$ cat src/rtl/hazard_ctrl.sv
// hazard_ctrl: pipeline hazard controller for the 16-bit five-stage core.
// Detects ID/EX load-use hazards, freezes the pipeline during multi-cycle
// data-memory accesses and flushes wrong-path instructions on taken branches.
// All control outputs are combinational from the FSM state and the inputs.
// Optional statistics counters are built when HAZARD_STATS_EN is defined;
// otherwise the statistics ports are tied to zero.
module hazard_ctrl #(
    parameter int unsigned MEM_LAT = 2
) (
    input  logic        clk,
    input  logic        rst_n,
    input  logic [3:0]  src1_ID,
    input  logic [3:0]  src2_ID,
    input  logic        src1_vld_ID,
    input  logic        src2_vld_ID,
    input  logic [3:0]  rd_EX,
    input  logic        mem_rd_EX,
    input  logic        branch_taken_EX,
    input  logic        mem_req_MEM,
    output logic        stall_IF_ID,
    output logic        bubble_ID_EX,
    output logic        freeze,
    output logic        flush_IF_ID,
    output logic        flush_ID_EX,
    output logic [15:0] stall_cycles,
    output logic [15:0] flush_count,
    output logic [15:0] freeze_cycles
);

    typedef enum logic [1:0] {
        S_RUN     = 2'd0,
        S_WAIT    = 2'd1,
        S_RELEASE = 2'd2
    } state_t;

    // MEM_LAT==1 never freezes; MEM_LAT==2 freezes one cycle and skips WAIT.
    localparam logic       LAT_GT1  = (MEM_LAT > 1);
    localparam logic       LAT_GT2  = (MEM_LAT > 2);
    localparam logic       LAT_EQ2  = (MEM_LAT == 2);
    localparam logic [3:0] CNT_INIT = LAT_GT2 ? 4'(MEM_LAT - 3) : 4'd0;

    state_t     r_state;
    logic [3:0] r_cnt;

    logic w_freeze;
    logic w_load_use;
    logic w_active;
    logic w_flush;
    logic w_stall;

    // Memory-access FSM: RUN -> (WAIT x MEM_LAT-2) -> RELEASE -> RUN.
    always_ff @(posedge clk or negedge rst_n) begin
        if (!rst_n) begin
            r_state <= S_RUN;
            r_cnt   <= 4'd0;
        end else begin
            case (r_state)
                S_RUN: begin
                    if (mem_req_MEM && LAT_GT2) begin
                        r_state <= S_WAIT;
                        r_cnt   <= CNT_INIT;
                    end else if (mem_req_MEM && LAT_EQ2) begin
                        r_state <= S_RELEASE;
                    end
                end
                S_WAIT: begin
                    if (r_cnt == 4'd0) begin
                        r_state <= S_RELEASE;
                    end else begin
                        r_cnt <= r_cnt - 4'd1;
                    end
                end
                // The request still visible here is the same access leaving MEM.
                S_RELEASE: r_state <= S_RUN;
                default:   r_state <= S_RUN;
            endcase
        end
    end

    // Hazard detection and output priority: freeze > taken branch > load-use.
    always_comb begin
        w_freeze   = rst_n & (((r_state == S_RUN) & mem_req_MEM & LAT_GT1)
                              | (r_state == S_WAIT));
        w_load_use = mem_rd_EX & (rd_EX != 4'd0)
                     & ((src1_vld_ID & (src1_ID == rd_EX))
                        | (src2_vld_ID & (src2_ID == rd_EX)));
        w_active   = rst_n & ~w_freeze;
        // A wrong-path load-use behind a taken branch is discarded.
        w_flush    = w_active & branch_taken_EX;
        w_stall    = w_active & ~branch_taken_EX & w_load_use;
    end

    assign freeze       = w_freeze;
    assign flush_IF_ID  = w_flush;
    assign flush_ID_EX  = w_flush;
    assign stall_IF_ID  = w_stall;
    assign bubble_ID_EX = w_stall;

`ifdef HAZARD_STATS_EN
    logic [15:0] r_stall_cycles;
    logic [15:0] r_flush_count;
    logic [15:0] r_freeze_cycles;

    // Saturating event counters; cleared only by reset.
    always_ff @(posedge clk or negedge rst_n) begin
        if (!rst_n) begin
            r_stall_cycles  <= 16'h0000;
            r_flush_count   <= 16'h0000;
            r_freeze_cycles <= 16'h0000;
        end else begin
            if (w_stall && (r_stall_cycles != 16'hFFFF)) begin
                r_stall_cycles <= r_stall_cycles + 16'd1;
            end
            if (w_flush && (r_flush_count != 16'hFFFF)) begin
                r_flush_count <= r_flush_count + 16'd1;
            end
            if (w_freeze && (r_freeze_cycles != 16'hFFFF)) begin
                r_freeze_cycles <= r_freeze_cycles + 16'd1;
            end
        end
    end

    assign stall_cycles  = r_stall_cycles;
    assign flush_count   = r_flush_count;
    assign freeze_cycles = r_freeze_cycles;
`else
    assign stall_cycles  = 16'h0000;
    assign flush_count   = 16'h0000;
    assign freeze_cycles = 16'h0000;
`endif

endmodule

$ cat config.mk
export PLATFORM = sky130hd
export DESIGN_NAME = hazard_ctrl
export DESIGN_NICKNAME = d
export VERILOG_FILES = /design/src/rtl/hazard_ctrl.sv
export SDC_FILE = /design/constraint.sdc
export NUM_CORES = 1
export LEC_CHECK = 0
export CAP_MARGIN = 20
export CORE_AREA = 2 2 48 50
export CTS_CLUSTER_DIAMETER = 200
export DETAILED_ROUTE_END_ITERATION = 8
export DIE_AREA = 0 0 50 52
export PLACE_DENSITY = 0.84
export SKIP_CTS_REPAIR_TIMING = 1
export SLEW_MARGIN = 40
export SYNTH_ARGS = -nofsm -noshare
export SYNTH_HDL_FRONTEND = slang
export SYNTH_SLANG_ARGS = --single-unit
$ cat constraint.sdc
create_clock -name clk -period 3.4 [get_ports clk]
set_input_delay 0.68 -clock clk [delete_from_list [all_inputs] [get_ports clk]]
set_output_delay 0.68 -clock clk [all_outputs]
set_load 0.1 [all_outputs]
==> summary.txt, run 1 <==
Power
  – LEAKAGE: 0.323 nW
  – VDD IR-drop max: 0.000162 V
  – Power, Total: 0.299 mW
  – Pwr dens: 474 mW/mm^2

Worst hold path
  – Hold Path Depth: 2
  – Worst Hold Class: flop to flop

Placed design
  – DP Worst Slack: 0.387 ns
  – Area after DPL: 631 um^2
  – GPL Wtd Cong: roughly 0.6
  – Post-detail-place hpwl: 825 um
  – I/O Buffers: 23

Detailed routing
  – Final Routed Wirelength: 824 um
  – Vias: around 350
  – DRC Markers: 0
  – DRT antenna net count: 0
  – 1st-pass router iterations: 3
  – Initial DRC count: 2
  – Routed length per instance: approximately 6.9 um
  – Via density: 2.92

Synth
  – Cells after synthesis: 71
  – Yosys reg bits: 1
  – Mapped Area: 544 um^2
  – Synth warnings: 0
  – Register area share after synthesis: 4.60%
  – Mean Syn Cell Area: 7.67 um^2
  – Count of different cell masters after synthesis: 14

Floorplan
  – Initial core utilization: 25.8%
  – I/O Pins: between 70 and 80
  – Core Area: about 0.0021 mm^2
  – Die area: 0.00260 mm^2
  – # rows: 17
  – Die height: approximately 52 um
  – Die width: 50 um

Timing
  – Setup TNS: 0 ns
  – RSZ-0062 raised after global routing: false
  – Slew margin rel.: 60.7%
  – Final setup margin: 0.414 ns
  – Clk_skew: 0 ns
  – Post-layout min period: 2.99 ns
  – Worst-margin pin slew: 0.584 ns
  – Endpoints failing setup: 0
  – Top achievable clock speed: 0.335 GHz
  – Fin crit share: between 80 and 90%
  – Pins Over Slew Limit: 0
  – Final Hold Vio Count: 0

Worst setup path
  – Crit path capture: bubble_ID_EX
  – Critical path required time: 2.72 ns
  – CP Launch Type: input pin
  – Setup CP Type: input pin to primary output
  – R2R Setup Slk: around 2.8 ns
  – CP Capture Type: primary output
  – Setup crit start: rd_EX[0]
  – R2R Path End: r_state[1]$_DFFE_PN0P_
  – Critical path arrival: 2.31 ns
  – CP Max Fanout: 3
  – R2R cell count: 2
  – Launch point of the worst reg-to-reg path: r_state[1]$_DFFE_PN0P_

Global route
  – Most Crowded Layer GR: met2
  – Overflow after GRT: 0
  – First-pass GRT wire length: 1.12 mm
  – Gr usage total: 5.36%
  – Vias in the first global route: 246
  – Met3 Resource Use GR: 1.72%
  – Initial antenna violation count: 0
  – M2 GR Usage: 9.87%
  – Largest net degree at the start of global routing: 5
  – Met1 GRT Util: around 6.4%

Finish
  – # diodes: 0
  – Area delta synth->final: 15.9%
  – Area of the multi-input gates: 324 um^2
  – Largest register by flop count: r_state
  – FILL cells: ~230
  – Design area: 631 um^2
  – Largest registers: r_state x1
  – FF+latch area: 25.0 um^2
  – Max reg flops: 1
  – Nets: 112
  – Share of layout cells above drive strength 1: 6.59%

Job
  – Max-cap viol count: 0

Clocking
  – Reg clk slew, reported paths: 0 ns
  – Clk_lat worst skew: 0 ns

Status
  – Status: finished clean
==> critical path: stages <==
cell and delay (ns):
clkdlybuf4s50_1 0.47, xor2_1 0.18, nor3_1 0.23, nand3_1 0.15, a211oi_4 0.36, buf_12 0.22
==> synthesized netlist by cell type, drive strengths merged <==
library cell	instances	area share [%]
nand3	2	1.8
and3	1	1.2
nor3	2	1.8
and2	1	1.2
nor4	1	1.2
inv	1	0.69
xor2	6	9.7
dfrtp	1	4.6
a211oi	1	2.3
nand2b	1	1.2
nand4b	1	1.6
xnor2	2	3.2
conb	1	0.69
buf	50	69
==> layer usage <==
| metal | vias to the layer above | part of all wire (%) |
|---|---|---|
| li1 | 163 | - |
| met1 | 141 | 34 |
| met2 | 43 | 48 |
| met3 | 0 | 18 |
| met4 | 0 | 0 |
| met5 | - | 0 |
==> per-stage QoR <==
| stage | util [%] | hold WS, ns | instances |
|---|---|---|---|
| floorplan | - | 0.384 | 118 |
| global placement | 29.9 | 0.533 | 119 |
| detailed placement | 29.9 | 0.538 | 119 |
| CTS | 29.9 | 0.539 | 119 |
| global route | 29.9 | 0.593 | 119 |
| finish | 29.9 | 0.544 | 119 |
==> where the power goes <==
part | total, mW | switching [mW] | internal (mW)
combinational | 0.286 | 0.258 | 0.0279
clock | 0 | 0 | 0
sequential | 0.0130 | 0.000141 | 0.0129
total | 0.299 | 0.258 | 0.0408
==> worst min path at each step <==
stage / slack [ns] / from / endpoint
after floorplan: 0.38 / rst_n / r_state[1]$_DFFE_PN0P_
after global placement: 0.53 / r_state[1]$_DFFE_PN0P_ / r_state[1]$_DFFE_PN0P_
after detailed placement: 0.54 / r_state[1]$_DFFE_PN0P_ / r_state[1]$_DFFE_PN0P_
after CTS: 0.54 / r_state[1]$_DFFE_PN0P_ / r_state[1]$_DFFE_PN0P_
after global routing: 0.59 / r_state[1]$_DFFE_PN0P_ / r_state[1]$_DFFE_PN0P_
final: 0.54 / r_state[1]$_DFFE_PN0P_ / r_state[1]$_DFFE_PN0P_
==> final cells by class <==
type / count / share of cell area [%]
Sequential cell: 1 / 3.97
Timing Repair Buffer: 23 / 38.5
Tap cell: 28 / 5.56
Inverter: 1 / 0.595
Multi-Input combinational cell: 66 / 51.4
==> cell usage in the layout (no fill, tap or decap), drive strengths merged, types with 2 or more instances in the layout <==
cell / n
nand3: 2
nor3: 2
xnor2: 2
clkdlybuf4s50: 18
conb: 48
buf: 5
xor2: 6
==> cells by family (layout without fill, tap and decap cells) <==
kind of cell / count (synthesis) / after routing / share of synthesized area, %
and+or+nand+nor: 9 / 9 / 9.89
xor gates and xnor gates: 8 / 8 / 12.9
buffers and inverters: 51 / 24 / 69.7
DFF: 1 / 1 / 4.60
other: 1 / 48 / 0.689
AOI/OAI and AO/OA: 1 / 1 / 2.30
No activity file was read; power rests on OpenSTA's default activity.
==> run 2, diff against run 1 <==
--- a/config.mk
+++ b/config.mk
@@ -6,11 +6,11 @@
 export NUM_CORES = 1
 export LEC_CHECK = 0
 export CAP_MARGIN = 20
-export CORE_AREA = 2 2 48 50
+export CORE_AREA = 2 2 39 41
 export CTS_CLUSTER_DIAMETER = 200
 export DETAILED_ROUTE_END_ITERATION = 8
-export DIE_AREA = 0 0 50 52
-export PLACE_DENSITY = 0.84
+export DIE_AREA = 0 0 41 43
+export DONT_BUFFER_PORTS = 1
 export SKIP_CTS_REPAIR_TIMING = 1
 export SLEW_MARGIN = 40
 export SYNTH_ARGS = -nofsm -noshare
==> run 2 against run 1 <==
- global-route usage increased by 0.84 points
- sequential cell count is the same
- via count fell by 19%
- clock skew did not move
- cell count fell by 26%
- sequential share of layout area rose by 1.8 points
- die area shrank 32%
- utilization rose by 1.6 points
- critical endpoint is now stall_IF_ID
- sequential power barely moved
- critical path depth is 1 lower
- total power fell by 7.7%
- first-iteration DRC count fell by 100%
==> summary.txt, run 2 (synthesized netlist as in run 1, its figures left out) <==
Worst setup path
  – CP Capture Type: primary output
  – CP Max Fanout: 3
  – CP Launch Type: input pin
  – Critical path required time: 2.72 ns
  – Critical path arrival: 1.90 ns
  – Setup CP Type: input pin to primary output

Timing
  – Slew margin rel.: 61.5%
  – Pins Over Slew Limit: 0
  – Post-layout min period: around 2.6 ns
  – Top achievable clock speed: 0.387 GHz
  – Final setup margin: about 0.8 ns
  – Worst-margin pin slew: approximately 0.57 ns
  – Final Hold Vio Count: 0
  – Endpoints failing setup: 0
  – Fin crit share: 76.0%
  – Setup TNS: 0 ns
  – Clk_skew: 0 ns
  – RSZ-0062 raised after global routing: false

Finish
  – Commonest non-fill, non-tap cells in the layout: conb_1, xor2_1
  – Max reg flops: 1
  – Largest registers: r_state x1
  – Final core utilization: a little under a third
  – FF+latch area: 25.0 um^2
  – Nets: 93
  – Non-Filler Instances: 88
  – Share of layout cells above drive strength 1: 8.33%
  – # diodes: 0
  – Area of the multi-input gates: 325 um^2
  – Most common cell after layout, fill and taps aside: conb_1
  – Largest register by flop count: r_state
  – Design area: 437 um^2
  – FILL cells: between 150 and 200
  – Area delta synth->final: -19.8%

Status
  – Status: finished clean

Floorplan
  – Initial core utilization: between 30% and 40%
  – Die height: 43 um
  – Die area: 0.00176 mm^2
  – I/O Pins: 72
  – Die width: 41 um
  – # rows: 14
  – Core Area: 0.00138 mm^2

Detailed routing
  – Routed length per instance: 7.45 um
  – Final Routed Wirelength: 656 um
  – Initial DRC count: 0
  – DRT antenna net count: 0
  – 1st-pass router iterations: 1
  – DRC Markers: 0
  – Vias: between 200 and 300
  – Via density: around 3.2

Power
  – Pwr dens: about 630 mW/mm^2
  – LEAKAGE: 0.251 nW
  – VDD IR-drop max: 0.000239 V

Placed design
  – Area after DPL: 437 um^2
  – GPL Wtd Cong: 0.697
  – I/O Buffers: 0
  – Post-detail-place hpwl: 678 um
  – DP Worst Slack: 0.802 ns
  – Placed insts: 88

Job
  – Max-cap viol count: 0

Global route
  – Overflow after GRT: 0
  – Largest net degree at the start of global routing: 5
  – M2 GR Usage: 12.5%
  – Initial antenna violation count: 0
  – Gr usage total: under 10%
  – Most Crowded Layer GR: met2
  – Met3 Resource Use GR: 0.524%
  – Met1 GRT Util: 6.67%
  – First-pass GRT wire length: 779 um
  – Vias in the first global route: around 200

Clocking
  – Clk_lat worst skew: 0 ns
  – Reg clk slew, reported paths: 0 ns

Worst hold path
  – Worst Hold Class: input pin to async pin
-- run 2: cell types whose count changed in the layout (fill, tap and decap cells not counted) --
| cell | before | now |
|---|---|---|
| clkdlybuf4s50_1 | 18 | 0 |
| and3_1 | 1 | 0 |
| and3_2 | 0 | 1 |
| buf_12 | 2 | 1 |
| buf_16 | 0 | 1 |
| buf_4 | 3 | 2 |
-- run 2: path summary, 6_finish.rpt --
path / start / end / slack, ns / cells after the start
max reg2reg: r_state[1]$_DFFE_PN0P_ / r_state[1]$_DFFE_PN0P_ / 2.77 / 2
max: rd_EX[0] / stall_IF_ID / 0.82 / 5
max in group asynchronous: rst_n / r_state[1]$_DFFE_PN0P_ / 2.95 / 0
min in group clk: r_state[1]$_DFFE_PN0P_ / r_state[1]$_DFFE_PN0P_ / 0.53 / 2
min reg2reg: r_state[1]$_DFFE_PN0P_ / r_state[1]$_DFFE_PN0P_ / 0.53 / 2
min: rst_n / r_state[1]$_DFFE_PN0P_ / 0.38 / 0
-- run 2: final cells by class --
type / count / share of cell area (%)
flip-flops and latches: 1 / 5.73
inverters: 1 / 0.860
repair buffers: 4 / 14.3
multi-input cells: 66 / 74.5
well taps: 16 / 4.58
-- run 2: power breakdown --
group          total, mW  internal [mW]  switching [mW]
Combinational      0.262         0.0111           0.251
Clock                  0              0               0
Sequential        0.0130         0.0129        0.000125
Total              0.276         0.0240           0.252
-- run 2: critical path, cell delays in order --
cell and delay [ns]:
xor2_1 0.14, nor3_1 0.23, nand3_1 0.15, a211oi_4 0.35
buf_4 0.35
-- run 2: stage by stage --
stage | power, mW | hold WS (ns)
floorplan | 0.313 | 0.384
global placement | 0.274 | 0.384
detailed placement | 0.275 | 0.384
CTS | 0.275 | 0.384
global route | 0.282 | 0.384
finish | 0.276 | 0.384
-- run 2: per-layer routing --
metal | up-vias | share of wire (%)
met2 | 38 | 54
met1 | 118 | 26
met3 | 0 | 20
met5 | - | 0
met4 | 0 | 0
li1 | 125 | -
